### src/rtl/ws2811_strip_ctrl.sv
// Frame sequencer for a WS2811 LED strip.
// Walks the frame buffer one pixel at a time, hands each 24-bit word to an
// external bit serializer, then holds the line low for the latch period.
//
// Handshake (send / word_sent): send is the request and stays high, with
// rgb_data held stable, from the cycle after LOAD until word_sent is sampled
// high on a rising edge; send drops in the following cycle. word_sent is only
// meaningful while send is high and is ignored in every other state.
module ws2811_strip_ctrl #(
    parameter int NUM_LEDS     = 50,
    parameter int ADDR_WIDTH   = 8,
    parameter int RESET_CYCLES = 2600
) (
    input  logic                  clock,
    input  logic                  reset,
    input  logic                  start,
    input  logic                  continuous,
    output logic [ADDR_WIDTH-1:0] pixel_addr,
    output logic                  pixel_rd,
    input  logic [23:0]           pixel_data,
    output logic [23:0]           rgb_data,
    output logic                  send,
    input  logic                  word_sent,
    output logic                  busy,
    output logic                  frame_done,
    output logic [2:0]            fsm_state
);

    // Counter holds 0..RESET_CYCLES-1, sized with one spare code so the
    // terminal value is always representable.
    localparam int CNT_W = $clog2(RESET_CYCLES + 1);
    localparam logic [ADDR_WIDTH-1:0] LAST_IDX = ADDR_WIDTH'(NUM_LEDS - 1);
    localparam logic [CNT_W-1:0]      LAST_CNT = CNT_W'(RESET_CYCLES - 1);

    typedef enum logic [2:0] {
        IDLE  = 3'd0,
        FETCH = 3'd1,
        LOAD  = 3'd2,
        SEND  = 3'd3,
        LATCH = 3'd4
    } state_t;

    state_t                state;
    state_t                next_state;
    logic [ADDR_WIDTH-1:0] index;
    logic [CNT_W-1:0]      latch_cnt;
    logic                  last_pixel;
    logic                  latch_end;

    // The index only changes on edges that enter FETCH, so driving the
    // address straight from it also holds the last value everywhere else.
    assign pixel_addr = index;
    assign fsm_state  = state;
    assign last_pixel = (index >= LAST_IDX);
    assign latch_end  = (latch_cnt >= LAST_CNT);

    // State register.
    always_ff @(posedge clock or posedge reset) begin
        if (reset) begin
            state <= IDLE;
        end else begin
            state <= next_state;
        end
    end

    // Next-state decode and Moore outputs.
    always_comb begin
        next_state = state;
        pixel_rd   = 1'b0;
        send       = 1'b0;
        busy       = 1'b1;
        frame_done = 1'b0;
        case (state)
            IDLE: begin
                busy = 1'b0;
                if (start) next_state = FETCH;
            end
            FETCH: begin
                pixel_rd   = 1'b1;
                next_state = LOAD;
            end
            LOAD: begin
                next_state = SEND;
            end
            SEND: begin
                send = 1'b1;
                if (word_sent) next_state = last_pixel ? LATCH : FETCH;
            end
            LATCH: begin
                frame_done = latch_end;
                if (latch_end) next_state = continuous ? FETCH : IDLE;
            end
            default: begin
                busy       = 1'b0;
                next_state = IDLE;
            end
        endcase
    end

    // Pixel index, latch timer and the word held for the serializer.
    always_ff @(posedge clock or posedge reset) begin
        if (reset) begin
            index     <= '0;
            latch_cnt <= '0;
            rgb_data  <= '0;
        end else begin
            case (state)
                IDLE: begin
                    if (start) index <= '0;
                end
                LOAD: begin
                    rgb_data <= pixel_data;
                end
                SEND: begin
                    if (word_sent) begin
                        if (last_pixel) latch_cnt <= '0;
                        else            index     <= index + 1'b1;
                    end
                end
                LATCH: begin
                    if (latch_end) begin
                        if (continuous) index <= '0;
                    end else begin
                        latch_cnt <= latch_cnt + 1'b1;
                    end
                end
                default: ;
            endcase
        end
    end

endmodule

### config.mk
export PLATFORM = sky130hd
export DESIGN_NAME = ws2811_strip_ctrl
export DESIGN_NICKNAME = d
export VERILOG_FILES = /design/src/rtl/ws2811_strip_ctrl.sv
export SDC_FILE = /design/constraint.sdc
export NUM_CORES = 1
export LEC_CHECK = 0
export CORE_MARGIN = 3
export CORE_UTILIZATION = 47
export CTS_CLUSTER_SIZE = 20
export DETAILED_ROUTE_END_ITERATION = 8
export GPL_TIMING_DRIVEN = 0
export PLACE_DENSITY = 0.85
export SETUP_SLACK_MARGIN = 0.3
export SLEW_MARGIN = 30
export SYNTH_ARGS = -nofsm -noshare
export SYNTH_HDL_FRONTEND = slang
export SYNTH_SLANG_ARGS = --single-unit
### constraint.sdc
create_clock -name clock -period 3 [get_ports clock]
set_clock_uncertainty 0.2 [all_clocks]
set_input_delay 0.45 -clock clock [delete_from_list [all_inputs] [get_ports clock]]
set_output_delay 0.45 -clock clock [all_outputs]
set_load 0.05 [all_outputs]
==> reports/results.txt, run 1 <==
Row count -> 24
Final worst path period share -> 87.2%
Total congestion overflow -> 0
Critical Path, Cell by Cell -> inv_1, ha_1, or4b_1, a311o_1, and2_4, buf_6, or4_1, a21boi_1
WL met3 -> 504 um
CTS root buffer -> clkbuf_8
# fillers -> 335
Synth top area cells -> dfrtp_1 (53%), mux2_2 (13%), nand3_1 (2.7%), a21oi_1 (2.5%), ha_1 (2.2%)
Worst Setup Start Kind -> flop
Worst endpoint required time -> 3.03 ns
Ports -> 68
Slew at the pin closest to its max-slew limit -> 0.568 ns
WL met2 -> 2430 um
Initial Util -> 49.9%
Setup TNS -> 0 ns
Die area -> 5610 um^2
Cts hold-fix bufs -> 0
DR WL/cell -> 15.9 um
PortBufs -> 67
Pin count of the biggest net entering global routing -> 48
Post-Syn Nets -> 228
Tmin final -> 2.62 ns
Final worst setup slack -> 0.384 ns
DR pass1 iterations -> 4
Peak VDD IR -> 0.811 mV
Syn avg cell area -> 11.4 um^2
Max Cap Viol -> 0
Vias -> 1807
DIE HEIGHT -> 74.9 um
Clock buffer depth -> 2
Rel. slew slack -> 62.1%
Synth area leader -> dfrtp_1
CP endpoint kind -> flop
CP Buf/Inv Count -> 2
Worst Path Class, Setup -> reg2reg
RSZ-0062 raised after global routing -> yes
First-pass GRT wire length -> 8300 um
Final wirelength -> 5160 um
Hold WC Path Type -> reg2reg
Vias in the first global route -> 1792
Antenna-violating nets left -> 0
Max FO, Critical Path -> 7
Pins Over Slew Limit -> 0
DRT iter0 DRCs -> 103
Post-Syn Area -> 2230 um^2
DP Cell Count -> 314
Delay of the slowest critical-path stage -> 0.46 ns
Wl on met1 -> 2180 um
Core Area -> 4470 um^2
CP top delay family -> simple AND/OR/NAND/NOR gates
Status -> finished clean
Total chip power -> 3.21 mW
Ys Warns -> 0
Antenna violations before repair -> 0
Critical Path AT -> 2.64 ns
Final Hold Viols -> 0
Die X-Extent -> 74.9 um
Clock transition at path regs -> 0.09 ns
Yosys top cell area share -> 52.7%
Setup Viol. Count Final -> 0
Finished Cell Area -> 3080 um^2
Seq/Total Area, Yosys -> 52.7%
Final Net Count -> 306
Top Layer Used -> met4
Ant. Diodes -> 0
Area Overhead vs Synth -> 38.2%
Layout cell share with drive strength beyond 1 -> 17.9%
Clk Latency, worst-skew pair -> 0.30 ns
Fin cells -> 325
RePlAce Congestion -> 0.830
Lkg Pwr -> 1.24 nW
Post-DP HPWL -> 3600 um
Total CTS buffers -> 5
CP max stage cell -> or4_1
Clock sink count -> 47
Synth cell types -> 44
Hold Slack -> 0.307 ns
Pwr dens -> 1040 nW/um^2
Final Core Density -> 68.9%
H-tree depth -> 2
Synthesized flop and latch total -> 47
Post-Place Cell Area -> 2980 um^2
DRC -> 0
CTS tree -> built
Placement Setup Slack -> 0.255 ns
Post-Synthesis Cells -> 195
Via density -> 5.56
Total track usage -> 19.4%
Highest Clock Rate -> 382 MHz
## kinds of logic after synthesis
kind of cell             share of synthesized area [%]
AO/OA/AOI/OAI                                     10.8
AND/OR/NAND/NOR                                   16.4
adder cells (fa/ha/maj)                           2.24
buffers and inverters                             2.36
XOR/XNOR                                          1.96
flip-flops                                        52.7
multiplexers                                      13.5
## cells in the mapped netlist (all sizes together)
master   instances
a211o            1
a211oi           1
a21boi           1
a21o             2
a21oi           11
a22o             1
a311o            1
and2             2
and3             5
buf              1
clkbuf           7
dfrtp           47
ha               4
inv              4
mux2            25
mux2i            2
nand2            9
nand3           12
nand4            4
nand4bb          1
nor2             6
nor2b            1
nor3             3
nor3b            3
nor4             5
nor4b            1
o211ai           1
o21a             5
o21ai            6
o21bai           2
o22ai            1
o31a             1
o31ai            3
or2              2
or3              2
or3b             2
or4              4
or4b             1
xnor2            2
xor2             3
## cells in the final DEF (no fill, tap or decap), drive strengths merged, types with 5 or more instances in the layout
cell           synthesis  layout
a21oi                 11      11
and3                   5       5
buf                    1       6
clkbuf                 7      15
clkdlybuf4s50          0      63
dfrtp                 47      47
mux2                  25      25
nand2                  9       9
nand3                 12      12
nor2                   6       6
nor4                   5       5
o21a                   5       5
o21ai                  6       6
## routing by layer
metal  track usage, %  vias up
met1             24.7      860
met4             4.15        0
met2             29.5       63
li1                 -      878
met5                0        -
met3             10.3        6
## power by group
group	total, mW	switching (mW)	internal [mW]
logic	1.91	1.20	0.704
clock network	0.360	0.199	0.161
registers	0.948	0.112	0.836
total	3.21	1.51	1.70
## registers in the layout, summed over array words and instances, names as in the netlist
name / flops
fsm_state: 3
latch_cnt: 12
pixel_addr: 8
rgb_data: 24
## worst paths after layout
path,start,end,slack (ns),depth (start not counted)
worst max-delay path,pixel_addr[0],pixel_addr[4],0.38,8
worst min-delay path,rgb_data[5],rgb_data[5],0.31,1
worst max register to register,pixel_addr[0],pixel_addr[4],0.38,8
worst min register to register,rgb_data[5],rgb_data[5],0.31,1
max in group asynchronous,reset,pixel_addr[0],1.82,2
min in group asynchronous,reset,rgb_data[4],0.37,2
## timing repair
item,4_1_cts,5_1_grt
gates resized for setup,4,9
buffers inserted,0,4
setup endpoints to repair,4,31
pin swaps,0,1
## layout make-up
| cell class | instances | area [um^2] | area share [%] |
|---|---|---|---|
| Inverter | 4 | 17.5 | 0.568 |
| Timing Repair Buffer | 71 | 688 | 22.3 |
| Buffer | 8 | 38.8 | 1.26 |
| Sequential cell | 47 | 1180 | 38.2 |
| Multi-Input combinational cell | 136 | 1020 | 33.0 |
| Clock buffer | 7 | 76.3 | 2.48 |
| Tap cell | 52 | 65.1 | 2.11 |
No activity file was read; power rests on OpenSTA's default activity.
==> run 2: changes to the inputs <==
--- a/config.mk
+++ b/config.mk
@@ -5,7 +5,8 @@
 export SDC_FILE = /design/constraint.sdc
 export NUM_CORES = 1
 export LEC_CHECK = 0
-export CORE_MARGIN = 3
+export CAP_MARGIN = 20
+export CORE_MARGIN = 2
 export CORE_UTILIZATION = 47
 export CTS_CLUSTER_SIZE = 20
 export DETAILED_ROUTE_END_ITERATION = 8
==> run 2 against run 1 <==
Against the previous run:
- cell count up 0.92%
- critical path depth stayed put
- worst hold slack improved by 0.0032 ns
- utilization is 1.4 points lower
- die area is 5.3% lower
- first-iteration DRC count grew 37%
- critical path type unchanged
- critical endpoint unchanged
- largest cell class unchanged
- highest routed layer unchanged
==> reports/results.txt, run 2 (same netlist as run 1, synthesis figures left out) <==
Hold_sp -> rgb_data[9]
DR pass1 iterations -> 4 (unchanged)
Pin count of the biggest net entering global routing -> 48 (unchanged)
Via density -> 5.57 (+0.13%)
RR Startpoint -> pixel_addr[1]
Lkg Pwr -> 1.26 nW (+2.1%)
Core Area -> 4660 um^2 (+4.2%)
Largest register by flop count -> rgb_data
Row count -> 25 (+4.2%)
Hold Slack -> 0.310 ns (+0.00318 ns)
Clk Latency, worst-skew pair -> 0.30 ns (about the same)
Final Net Count -> 306 (unchanged)
Ant. Diodes -> 0 (unchanged)
Delay of the slowest critical-path stage -> 0.46 ns (about the same)
Rel. slew slack -> 61.4% (-0.77 points)
Vias in the first global route -> 1794 (+0.11%)
Highest Clock Rate -> 380 MHz (-0.48%)
Die X-Extent -> 72.9 um (-2.7%)
Clock buffer depth -> 2 (unchanged)
Met2 usage -> 32.8% (+3.3 points)
Setup TNS -> 0 ns (unchanged)
H-tree depth -> 2 (unchanged)
Commonest non-fill, non-tap cell in the layout -> clkdlybuf4s50_1
CP endpoint kind -> flop
RePlAce Congestion -> 0.836 (+0.71%)
Max reg flops -> 24 (unchanged)
Max Cap Viol -> 0 (unchanged)
CP Buf/Inv Count -> 2 (unchanged)
CP max stage cell -> or4b_1
First-pass GRT wire length -> 8310 um (about the same)
Final wirelength -> 4910 um (-4.8%)
PortBufs -> 67 (unchanged)
Slew at the pin closest to its max-slew limit -> 0.580 ns (+0.0115 ns)
DRC -> 0 (unchanged)
Tmin final -> 2.63 ns (+0.0126 ns)
Final Hold Viols -> 0 (unchanged)
Global route hottest layer -> met2
Setup Viol. Count Final -> 0 (unchanged)
Initial Util -> 47.9% (-2.0 points)
Max FO, Critical Path -> 7 (unchanged)
DR WL/cell -> 15.0 um (-5.6%)
Commonest cells after routing, fill and taps aside -> clkdlybuf4s50_1 (63), dfrtp_1 (45), mux2_2 (25)
Final worst path period share -> 87.6% (+0.42 points)
Antenna-violating nets left -> 0 (unchanged)
CTS root buffer -> clkbuf_8
Layout cell share with drive strength beyond 1 -> 19.3% (+1.4 points)
Antenna violations before repair -> 0 (unchanged)
DRT iter0 DRCs -> 141 (+37%)
Die area -> 5310 um^2 (-5.3%)
Clock transition at path regs -> 0.09 ns (about the same)
Met3 usage in global routing -> 6.35% (-3.9 points)
Hold WC Path Type -> reg2reg
Peak VDD IR -> 1.01 mV (+24%)
Total track usage -> 20.2% (+0.77 points)
Grt met1 use -> 25.8% (+1.1 points)
Critical Path AT -> 2.66 ns (+0.02 ns)
Worst Setup Start Kind -> flop
Area Overhead vs Synth -> 41.0%
RSZ-0062 raised after global routing -> yes
DIE HEIGHT -> 72.9 um (-2.7%)
Worst Path Class, Setup -> reg2reg
Pins Over Slew Limit -> 0 (unchanged)
Clock sink count -> 47 (unchanged)
Total congestion overflow -> 0 (unchanged)
Post-DP HPWL -> 3520 um (-2.1%)
Worst setup startpoint -> pixel_addr[1]
Vias -> 1826 (+1.1%)
Critical Path, Cell by Cell -> inv_2, ha_1, or4b_1, a311o_1, and2_4, buf_6, or4_1, a21boi_1
CTS tree -> built
Status -> finished clean
Pwr dens -> 1080 nW/um^2 (+3.9%)
Total CTS buffers -> 5 (unchanged)
CP top delay family -> simple AND/OR/NAND/NOR gates
Worst endpoint required time -> 3.03 ns (about the same)
Ports -> 68 (unchanged)
## run 2: changes by cell type in the layout (fill, tap and decap cells not counted), sizes merged
| cell | before | now |
|---|---|---|
| buf | 6 | 5 |
| bufinv | 0 | 2 |
| clkinvlp | 0 | 1 |
| clkbuf | 15 | 14 |
## run 2: metal layers
metal / share of wire, % / wire length [um]
met1: 43 / 2110
met2: 48 / 2360
met4: 1.7 / 85
met3: 7.3 / 357
met5: 0 / 0
## run 2: layout make-up
cell class,count,area [um^2]
Timing Repair Buffer,71,688
Tap cell,54,67.6
Sequential cell,47,1180
Multi-Input combinational cell,136,1020
Buffer,8,38.8
Fill cell,355,1520
Clock inverter,3,67.6
Clock buffer,5,68.8
Inverter,4,17.5
## run 2: per-stage QoR
stage | worst slack (ns) | power (mW) | util [%] | cells | cell area [um^2]
3_5_place_dp | 0.268 | 2.85 | 64.0 | 316 | 2980
2_1_floorplan | 0.274 | 2.25 | - | 195 | 2240
5_1_grt | 0.265 | 3.57 | 67.5 | 328 | 3150
6_report | 0.372 | 3.41 | 67.5 | 328 | 3150
3_3_place_gp | 0.156 | 2.82 | 63.9 | 316 | 2980
4_1_cts | 0.228 | 3.39 | 66.8 | 324 | 3110
## run 2: final timing paths
kind                       cells after the start  slack [ns]            end
max in group asynchronous                      2        1.82  pixel_addr[0]
setup reg to reg                               8        0.37  pixel_addr[4]
hold reg to reg                                1        0.31    rgb_data[9]
setup / recovery                               8        0.37  pixel_addr[4]
hold / removal                                 1        0.31    rgb_data[9]
min in group asynchronous                      2        0.37   rgb_data[11]
## run 2: report_power, final
part           internal [mW]  switching, mW
combinational          0.719           1.18
sequential             0.836          0.117
clock                  0.332          0.220
total                   1.89           1.52
## run 2: timing repair
action / 4_1_cts / 5_1_grt
endpoints found under the setup margin: 4 / 33
pin swaps: 0 / 3
hold buffers: 0 / 0
setup buffers: 0 / 4
gates resized for setup: 4 / 9
